File: config.mk
export PLATFORM = sky130hd
export DESIGN_NAME = la_scanctrl
export DESIGN_NICKNAME = d
export VERILOG_FILES = /design/src/rtl/la_scan_pkg.sv /design/src/rtl/la_scanctrl_cnt.sv /design/src/rtl/la_scanctrl.sv
export SDC_FILE = /design/constraint.sdc
export NUM_CORES = 1
export LEC_CHECK = 0
export CELL_PAD_IN_SITES_DETAIL_PLACEMENT = 1
export CELL_PAD_IN_SITES_GLOBAL_PLACEMENT = 2
export CORE_UTILIZATION = 35
export CTS_CLUSTER_DIAMETER = 150
export DETAILED_ROUTE_END_ITERATION = 8
export MAX_ROUTING_LAYER = met4
export PLACE_DENSITY = 0.92
export SLEW_MARGIN = 20
export SYNTH_ARGS = -nofsm -noshare
export SYNTH_HDL_FRONTEND = slang
export SYNTH_HIERARCHICAL = 1
export SYNTH_SLANG_ARGS = --single-unit
File: constraint.sdc
create_clock -name clk -period 4.55 [get_ports clk]
set_input_delay 1.365 -clock clk [delete_from_list [all_inputs] [get_ports clk]]
set_output_delay 1.365 -clock clk [all_outputs]
set_load 0.03 [all_outputs]
File: src/rtl/la_scan_pkg.sv
// Shared definitions for the scan test controller: state encoding and a
// constant-evaluable clog2 helper for sizing the phase counter.
package la_scan_pkg;

  localparam logic [2:0] ST_IDLE    = 3'd0;
  localparam logic [2:0] ST_SHIFT   = 3'd1;
  localparam logic [2:0] ST_CAPTURE = 3'd2;
  localparam logic [2:0] ST_UNLOAD  = 3'd3;
  localparam logic [2:0] ST_DONE    = 3'd4;

  typedef enum logic [2:0] {
    IDLE    = ST_IDLE,
    SHIFT   = ST_SHIFT,
    CAPTURE = ST_CAPTURE,
    UNLOAD  = ST_UNLOAD,
    DONE    = ST_DONE
  } state_t;

  function automatic int clog2(input int v);
    int r;
    r = 0;
    while ((1 << r) < v) r = r + 1;
    return r;
  endfunction

endpackage

File: src/rtl/la_scanctrl_cnt.sv
// Loadable down-counter that parks at zero; zero flag marks the last cycle of a phase.
// Load takes effect on the next edge; no backpressure.
module la_scanctrl_cnt #(
  parameter int W = 3
) (
  input  logic         clk,
  input  logic         nreset,
  input  logic         load,
  input  logic [W-1:0] load_val,
  input  logic         en,
  output logic         zero
);

  logic [W-1:0] cnt;

  always_ff @(posedge clk or negedge nreset) begin
    if (!nreset) begin
      cnt <= '0;
    end else if (load) begin
      cnt <= load_val;
    end else if (en && (cnt != '0)) begin
      cnt <= cnt - 1'b1;
    end
  end

  assign zero = (cnt == '0);

endmodule

File: src/rtl/la_scanctrl.sv
// Scan controller: shift pattern in, capture NCAP cycles, unload and compare.
// done arrives 2N+NCAP+1 cycles after an accepted start; start is ignored unless idle.
module la_scanctrl
  import la_scan_pkg::*;
#(
  parameter     PROP = "DEFAULT",
  parameter int N    = 8,
  parameter int NCAP = 1
) (
  input  logic         clk,
  input  logic         nreset,
  input  logic         start,
  input  logic [N-1:0] pattern,
  input  logic [N-1:0] expected,
  output logic         scan_se,
  output logic         scan_si,
  input  logic         scan_so,
  output logic         busy,
  output logic         done,
  output logic [N-1:0] response,
  output logic         fail
);

  localparam int            CW       = clog2((N > NCAP) ? N : NCAP);
  localparam logic [CW-1:0] LD_SHIFT = CW'(N - 1);
  localparam logic [CW-1:0] LD_CAP   = CW'(NCAP - 1);

  state_t        state, nstate;
  logic          cnt_load;
  logic [CW-1:0] cnt_val;
  logic          cnt_zero;
  logic [N-1:0]  pat_sr;
  logic [N-1:0]  exp_q;
  logic          accept;
  logic          unload_last;
  logic [N-1:0]  resp_next;

  la_scanctrl_cnt #(.W(CW)) u_cnt (
    .clk      (clk),
    .nreset   (nreset),
    .load     (cnt_load),
    .load_val (cnt_val),
    .en       (!cnt_load),
    .zero     (cnt_zero)
  );

  always_comb begin
    nstate   = state;
    cnt_load = 1'b0;
    cnt_val  = LD_SHIFT;
    case (state)
      IDLE: begin
        if (start) begin
          nstate   = SHIFT;
          cnt_load = 1'b1;
          cnt_val  = LD_SHIFT;
        end
      end
      SHIFT: begin
        if (cnt_zero) begin
          nstate   = CAPTURE;
          cnt_load = 1'b1;
          cnt_val  = LD_CAP;
        end
      end
      CAPTURE: begin
        if (cnt_zero) begin
          nstate   = UNLOAD;
          cnt_load = 1'b1;
          cnt_val  = LD_SHIFT;
        end
      end
      UNLOAD: begin
        if (cnt_zero) nstate = DONE;
      end
      DONE:    nstate = IDLE;
      default: nstate = IDLE;
    endcase
  end

  assign accept      = (state == IDLE) && start;
  assign unload_last = (state == UNLOAD) && cnt_zero;
  // Chain tail appears MSB-first, so shifting in at the LSB restores the flop-index mapping.
  assign resp_next   = {response[N-2:0], scan_so};

  always_ff @(posedge clk or negedge nreset) begin
    if (!nreset) begin
      state    <= IDLE;
      pat_sr   <= '0;
      exp_q    <= '0;
      response <= '0;
      fail     <= 1'b0;
      scan_se  <= 1'b0;
      scan_si  <= 1'b0;
      busy     <= 1'b0;
      done     <= 1'b0;
    end else begin
      state   <= nstate;
      scan_se <= (nstate == SHIFT) || (nstate == UNLOAD);
      busy    <= (nstate == SHIFT) || (nstate == CAPTURE) || (nstate == UNLOAD);
      done    <= (nstate == DONE);

      // scan_si is set one edge early so it is stable for the whole shift cycle.
      if (accept) begin
        scan_si <= pattern[N-1];
      end else if ((state == SHIFT) && (nstate == SHIFT)) begin
        scan_si <= pat_sr[N-1];
      end else begin
        scan_si <= 1'b0;
      end

      if (accept) begin
        pat_sr <= pattern << 1;
        exp_q  <= expected;
      end else if (state == SHIFT) begin
        pat_sr <= pat_sr << 1;
      end

      if (accept) begin
        response <= '0;
        fail     <= 1'b0;
      end else if (state == UNLOAD) begin
        response <= resp_next;
        if (unload_last) fail <= (resp_next != exp_q);
      end
    end
  end

endmodule
==> results.ini <==
[detailed_routing]
route.final.wire_length_um = 3570
avgRoutedWirePerCell_um = 15.8
ant_nets = 0
dr_total_vias = 1170
drcViolationCount = 0
drt-initial-drc-count = 41
drt_pass1_iterations = 4
viasPerCell = 5.20

[placed_design]
place_inst = 218
place_congestion = 0.747
numPortBuffers = 32
dp_hpwl_um = 2570

[worst_hold_path]
hold_class = register to register

[sta]
hold_viol = 0
hold_ws_ns = 0.480
final.period_utilization = 0.659
worst_pin_slew_ns = 0.699
min_period_ns = 3.00
clock_skew_ns = 0.00947
rsz0062_at_grt = no
drv_slew = 0
setup_viol = 0
slew_headroom = 0.533
timing.setup.tns_ns = 0
fmax_mhz = 334

[cts]
postCtsResizedCells = 0
cts.path.max_buffers = 2
clkLatencyLatePin_ns = 0.29
cts_tree = built
clk_pin_slew_ns = 0.06
cts_buffers = 5
ctsHoldBuffers = 0
cts_setup_buffers = 0
cts.sinks = 34
htree_levels = 2
clock-root-buffer = clkbuf_8

[final_layout]
n_antenna_cell = 0
fillerInstances = 468
synthToLayoutAreaGrowth_pct = 26.6
final_util = 0.464
drive_gt1_frac = 0.0751
final_cells = 225
nets = 195

[global_route]
antenna_found_initial = 0
grt_pass1_wl_um = 6270
grt_use_total = 0.172
overflow = 0
grt_max_degree = 35
grt_pass1_vias = 1260

[flow_run]
max-cap-violations = 0

[synth]
yosysTopAreaCellShare = 0.534
syn_nets = 161
synth-seq-area-share = 0.534
syn_inst = 139
synth_cell_types = 29
netlist_area_um2 = 1590
ys_warn_count = 6
syn_avg_cell_area_um2 = 11.5
synth_largest_area_cell = dfrtp_1
yosys_register_bits = 34
yosys-top-cells-area = dfrtp_1 53%, mux2_1 4.9%, xor2_1 4.9%

[die]
pin_count = 33
die_x_um = 69.5
die_h_um = 69.5
initial_core_util = 0.366
dieArea_um2 = 4830
rows = 24
core_area_um2 = 4350

[power]
total_power_w = 0.00143
peakVddDrop_mv = 0.302
power_leakage_nw = 0.953
p_per_area_nw_per_um2 = 707

[critical_path]
crit_type = input pin to register
cp.arrival_ns = 3.22
cp_data_required_time_ns = 4.77
crit_path_end_kind = register
start_kind = input pin
cp_max_fo = 9

[status]
status = finished, final reports clean

-- flip-flops by register name (all words and copies together), names as in the netlist --
signal / count
fail: 1
scan_se: 1
exp_q: 8
u_cnt/cnt: 3
pat_sr: 7
busy: 1
state: 3
scan_si: 1
done: 1
response: 8
-- report_power, final --
part,switching (W),leakage [nW],internal (W)
Clock,0.000103,0.0383,0.000105
Sequential,0.000122,0.426,0.000432
Combinational,0.000356,0.488,0.000309
-- synthesized netlist by cell type, drive strengths merged --
library cell	number
nand2	11
dfrtp	34
a22o	5
or2	1
and3	3
mux2	9
buf	6
nand3	4
mux2i	5
or3b	1
o21ai	6
ha	2
nor2b	4
nor4	2
nor2	9
a21o	5
and2b	1
inv	5
nor3	1
nor4b	3
xor2	9
nand2b	3
a221o	3
a21oi	7
-- worst max-delay path: stages --
cell and delay, ns:
clkdlybuf4s50_1 0.43, inv_1 0.07, o21ai_0 0.07, o21ai_0 0.41, inv_1 0.26, nor4b_1 0.44, a221o_1 0.16
-- cells in the final DEF, fill, tap and decap left out --
cell / synthesis / final
nor2b_1: 4 / 4
mux2i_1: 5 / 5
a221o_1: 3 / 3
a21oi_1: 7 / 7
nor4b_1: 3 / 3
nor3_1: 1 / 1
clkbuf_8: 0 / 5
nand3_1: 4 / 4
nor2_2: 1 / 1
nand2_1: 11 / 11
nor4_1: 2 / 2
or2_2: 1 / 1
clkdlybuf4s50_1: 0 / 32
a21o_1: 5 / 5
nor2_8: 1 / 1
mux2_2: 2 / 2
and3_1: 3 / 3
inv_1: 5 / 5
xor2_1: 9 / 9
clkbuf_1: 0 / 2
nor2_1: 7 / 7
dfrtp_1: 34 / 34
a22o_1: 5 / 5
and2b_4: 1 / 1
o21ai_0: 6 / 6
nand2b_1: 3 / 3
buf_4: 1 / 1
mux2_1: 7 / 7
or3b_4: 1 / 1
ha_1: 2 / 2
-- routing by layer --
layer,global-route usage,part of all wire,up-vias
met1,0.211,0.44,587
li1,-,-,548
met2,0.279,0.51,26
met5,-,0,-
met3,0.0305,0.026,9
met4,0.0771,0.027,0
-- cells by family after synthesis --
logic type	after synthesis	share of synthesized area
AO/OA/AOI/OAI	26	0.111
flip-flops	34	0.534
AND/OR/NAND/NOR	43	0.155
XOR/XNOR	9	0.0495
buffers and inverters	11	0.0400
adder cells (fa/ha/maj)	2	0.0157
multiplexers	14	0.0950
-- final cells by class --
class,count,area (um^2),share of cell area
inverters,5,18.8,0.00930
well taps,52,65.1,0.0322
repair buffers,33,328,0.162
clock buffers,7,76.3,0.0378
multi-input cells,94,679,0.337
flip-flops and latches,34,851,0.422
-- through the flow --
stage / setup slack (ns) / instance area, um^2
global route: 1.44 / 2020
floorplan: 2.06 / 1590
CTS: 1.62 / 2020
detailed placement: 1.33 / 1940
global placement: 1.44 / 1940
finish: 1.55 / 2020
-- path summary, 6_finish.rpt --
check	to	cells after the start	slack, ns	startpoint
worst max-delay path	u_cnt/cnt[2]	7	1.55	start
worst min-delay path	pat_sr[2]	1	0.48	pat_sr[2]
worst max register to register	u_cnt/cnt[2]	9	1.97	u_cnt/cnt[0]
worst min register to register	pat_sr[2]	1	0.48	pat_sr[2]
max in group asynchronous	pat_sr[6]	2	2.74	nreset
min in group asynchronous	u_cnt/cnt[1]	2	1.49	nreset
Note: power is estimated with default switching activity, not from simulation.
==> edit: new RTL, same settings <==
Reset style: synchronous (`nreset`), changed in 2 clocked blocks.
--- a/src/rtl/la_scanctrl_cnt.sv
+++ b/src/rtl/la_scanctrl_cnt.sv
@@ -14,5 +14,5 @@
   logic [W-1:0] cnt;
 
-  always_ff @(posedge clk or negedge nreset) begin
+  always_ff @(posedge clk) begin
     if (!nreset) begin
       cnt <= '0;
--- a/src/rtl/la_scanctrl.sv
+++ b/src/rtl/la_scanctrl.sv
@@ -84,5 +84,5 @@
   assign resp_next   = {response[N-2:0], scan_so};
 
-  always_ff @(posedge clk or negedge nreset) begin
+  always_ff @(posedge clk) begin
     if (!nreset) begin
       state    <= IDLE;
Check against the original RTL: differs if nreset is asserted again (counterexample within 4 cycles, from zero or initial values and one cycle with nreset low); with nreset held inactive, the same outputs for 10 cycles.
==> edit against the unedited design <==
- worst setup slack worse by 0.019 ns
- routed wire length is 2.3% higher
- maximum frequency is 0.64% lower
- critical path type unchanged
- sequential share of layout area is 7.5 points lower
- critical endpoint is now pat_sr[1]$_SDFFE_PN0P_
- area after synthesis is 2.7% lower
- sequential cell count stayed put
- design area is 2.8% lower
- final cell count is 11% higher
Power is not compared: it rests on default switching activity, and its combinational part moved more than twofold at a synthesized area within 25%.
==> edit: results (changes against the unedited design) <==
.. list-table::
   :header-rows: 1

   * - Metric
     - Value
   * - Run status
     - complete, no violations
   * - Capture point of the worst reg-to-reg path
     - u_cnt/cnt[2]$_SDFFE_PN0P_
   * - CP Max Fanout
     - 17 (+8)
   * - Total power
     - 891 uW
   * - Clock tree skew after final layout
     - 0.00549 ns (-0.00398 ns)
   * - Number of global-route vias before repair
     - 1,243 (-1.3%)
   * - Met1 layer usage reported by global route
     - 20.3% (-0.80 points)
   * - Cell class contributing the biggest share of worst-path delay
     - simple AND/OR/NAND/NOR gates
   * - Global-route wire length before repair
     - 5660 um (-9.8%)
   * - Met2 Usage GRT
     - 27.2% (-0.73 points)
   * - Cell count after placement
     - 243 (+11%)
   * - Tot GR Track Use
     - 17.1% (-0.19 points)
   * - Delay of the slowest cell on the worst path
     - 0.82 ns (+0.38 ns)
   * - Count of cells along the worst register-to-register path
     - 10 (+1)
   * - Number of distinct library cells after synthesis
     - 36 (+24%)
   * - Mean area per synthesized cell
     - 9.18 um^2 (-20%)
   * - Vias
     - 1,271 (+8.6%)
   * - Termination of the worst setup path
     - pat_sr[1]$_SDFFE_PN0P_
   * - Leading post-synthesis cells by instance count
     - nand2_1, dfxtp_1, a21oi_1
   * - Met3 WL
     - 140 um (+49%)
   * - Startpoint of the worst hold path
     - response[7]$_SDFFE_PP0N_
   * - FF-to-FF Start
     - u_cnt/cnt[0]$_SDFFE_PN0P_
   * - Rel. slew slack
     - 34.7% (-19 points)
   * - Register-to-register path setup slack
     - 2.31 ns (+0.34 ns)
   * - Initial DRC count
     - 68 (+66%)
   * - Critical-path cell with the highest stage delay
     - nor4b_4
   * - Weighted congestion at the end of routability-driven global placement
     - 0.790 (+5.8%)
   * - Post-detailed-placement half-perimeter wirelength
     - 2680 um (+4.3%)
   * - Layout Nets
     - 222 (+14%)
   * - Async set-reset flop share out of synthesis
     - 0% (-100 points)
   * - Sum of routed wire length over all layers
     - 3650 um (+2.3%)
   * - Final clock period utilization by the worst path
     - 66.3% (+0.43 points)
   * - Clock transition at path regs
     - 0.07 ns
   * - Number of nets in the synthesized netlist
     - 191 (+19%)
   * - Met3 capacity usage during global routing
     - 5.10% (+2.0 points)
   * - Static leakage
     - 0.000698 uW
   * - Worst-case hold path end point
     - response[7]$_SDFFE_PP0N_
   * - Share of cells above drive strength 1
     - 12.0% (+4.5 points)
   * - Pin count of the biggest net entering global routing
     - 24 (-31%)
-- edit: cell count changes in the layout (fill, tap and decap cells not counted), moves of 7 or more --
cell,change
a21boi_0,+7
a21boi_2,+9
dfrtp_1,-34
dfxtp_1,+34
mux2_1,-7
nand2_1,+29
xnor2_1,+7
-- edit: final cells by class --
| type | count | area, um^2 | share of cell area [%] |
|---|---|---|---|
| clock buffers | 7 | 76.3 | 3.89 |
| inverters | 6 | 22.5 | 1.15 |
| multi-input cells | 121 | 800 | 40.8 |
| flip-flops and latches | 34 | 681 | 34.7 |
| well taps | 50 | 62.6 | 3.19 |
| repair buffers | 32 | 320 | 16.3 |
-- edit: cells by family after synthesis --
group,synth area share (%)
AND/OR/NAND/NOR,22.9
multiplexers,0.726
XOR/XNOR,5.65
flip-flops,43.9
AO/OA/AOI/OAI,20.6
adder cells (fa/ha/maj),1.61
buffers and inverters,4.60
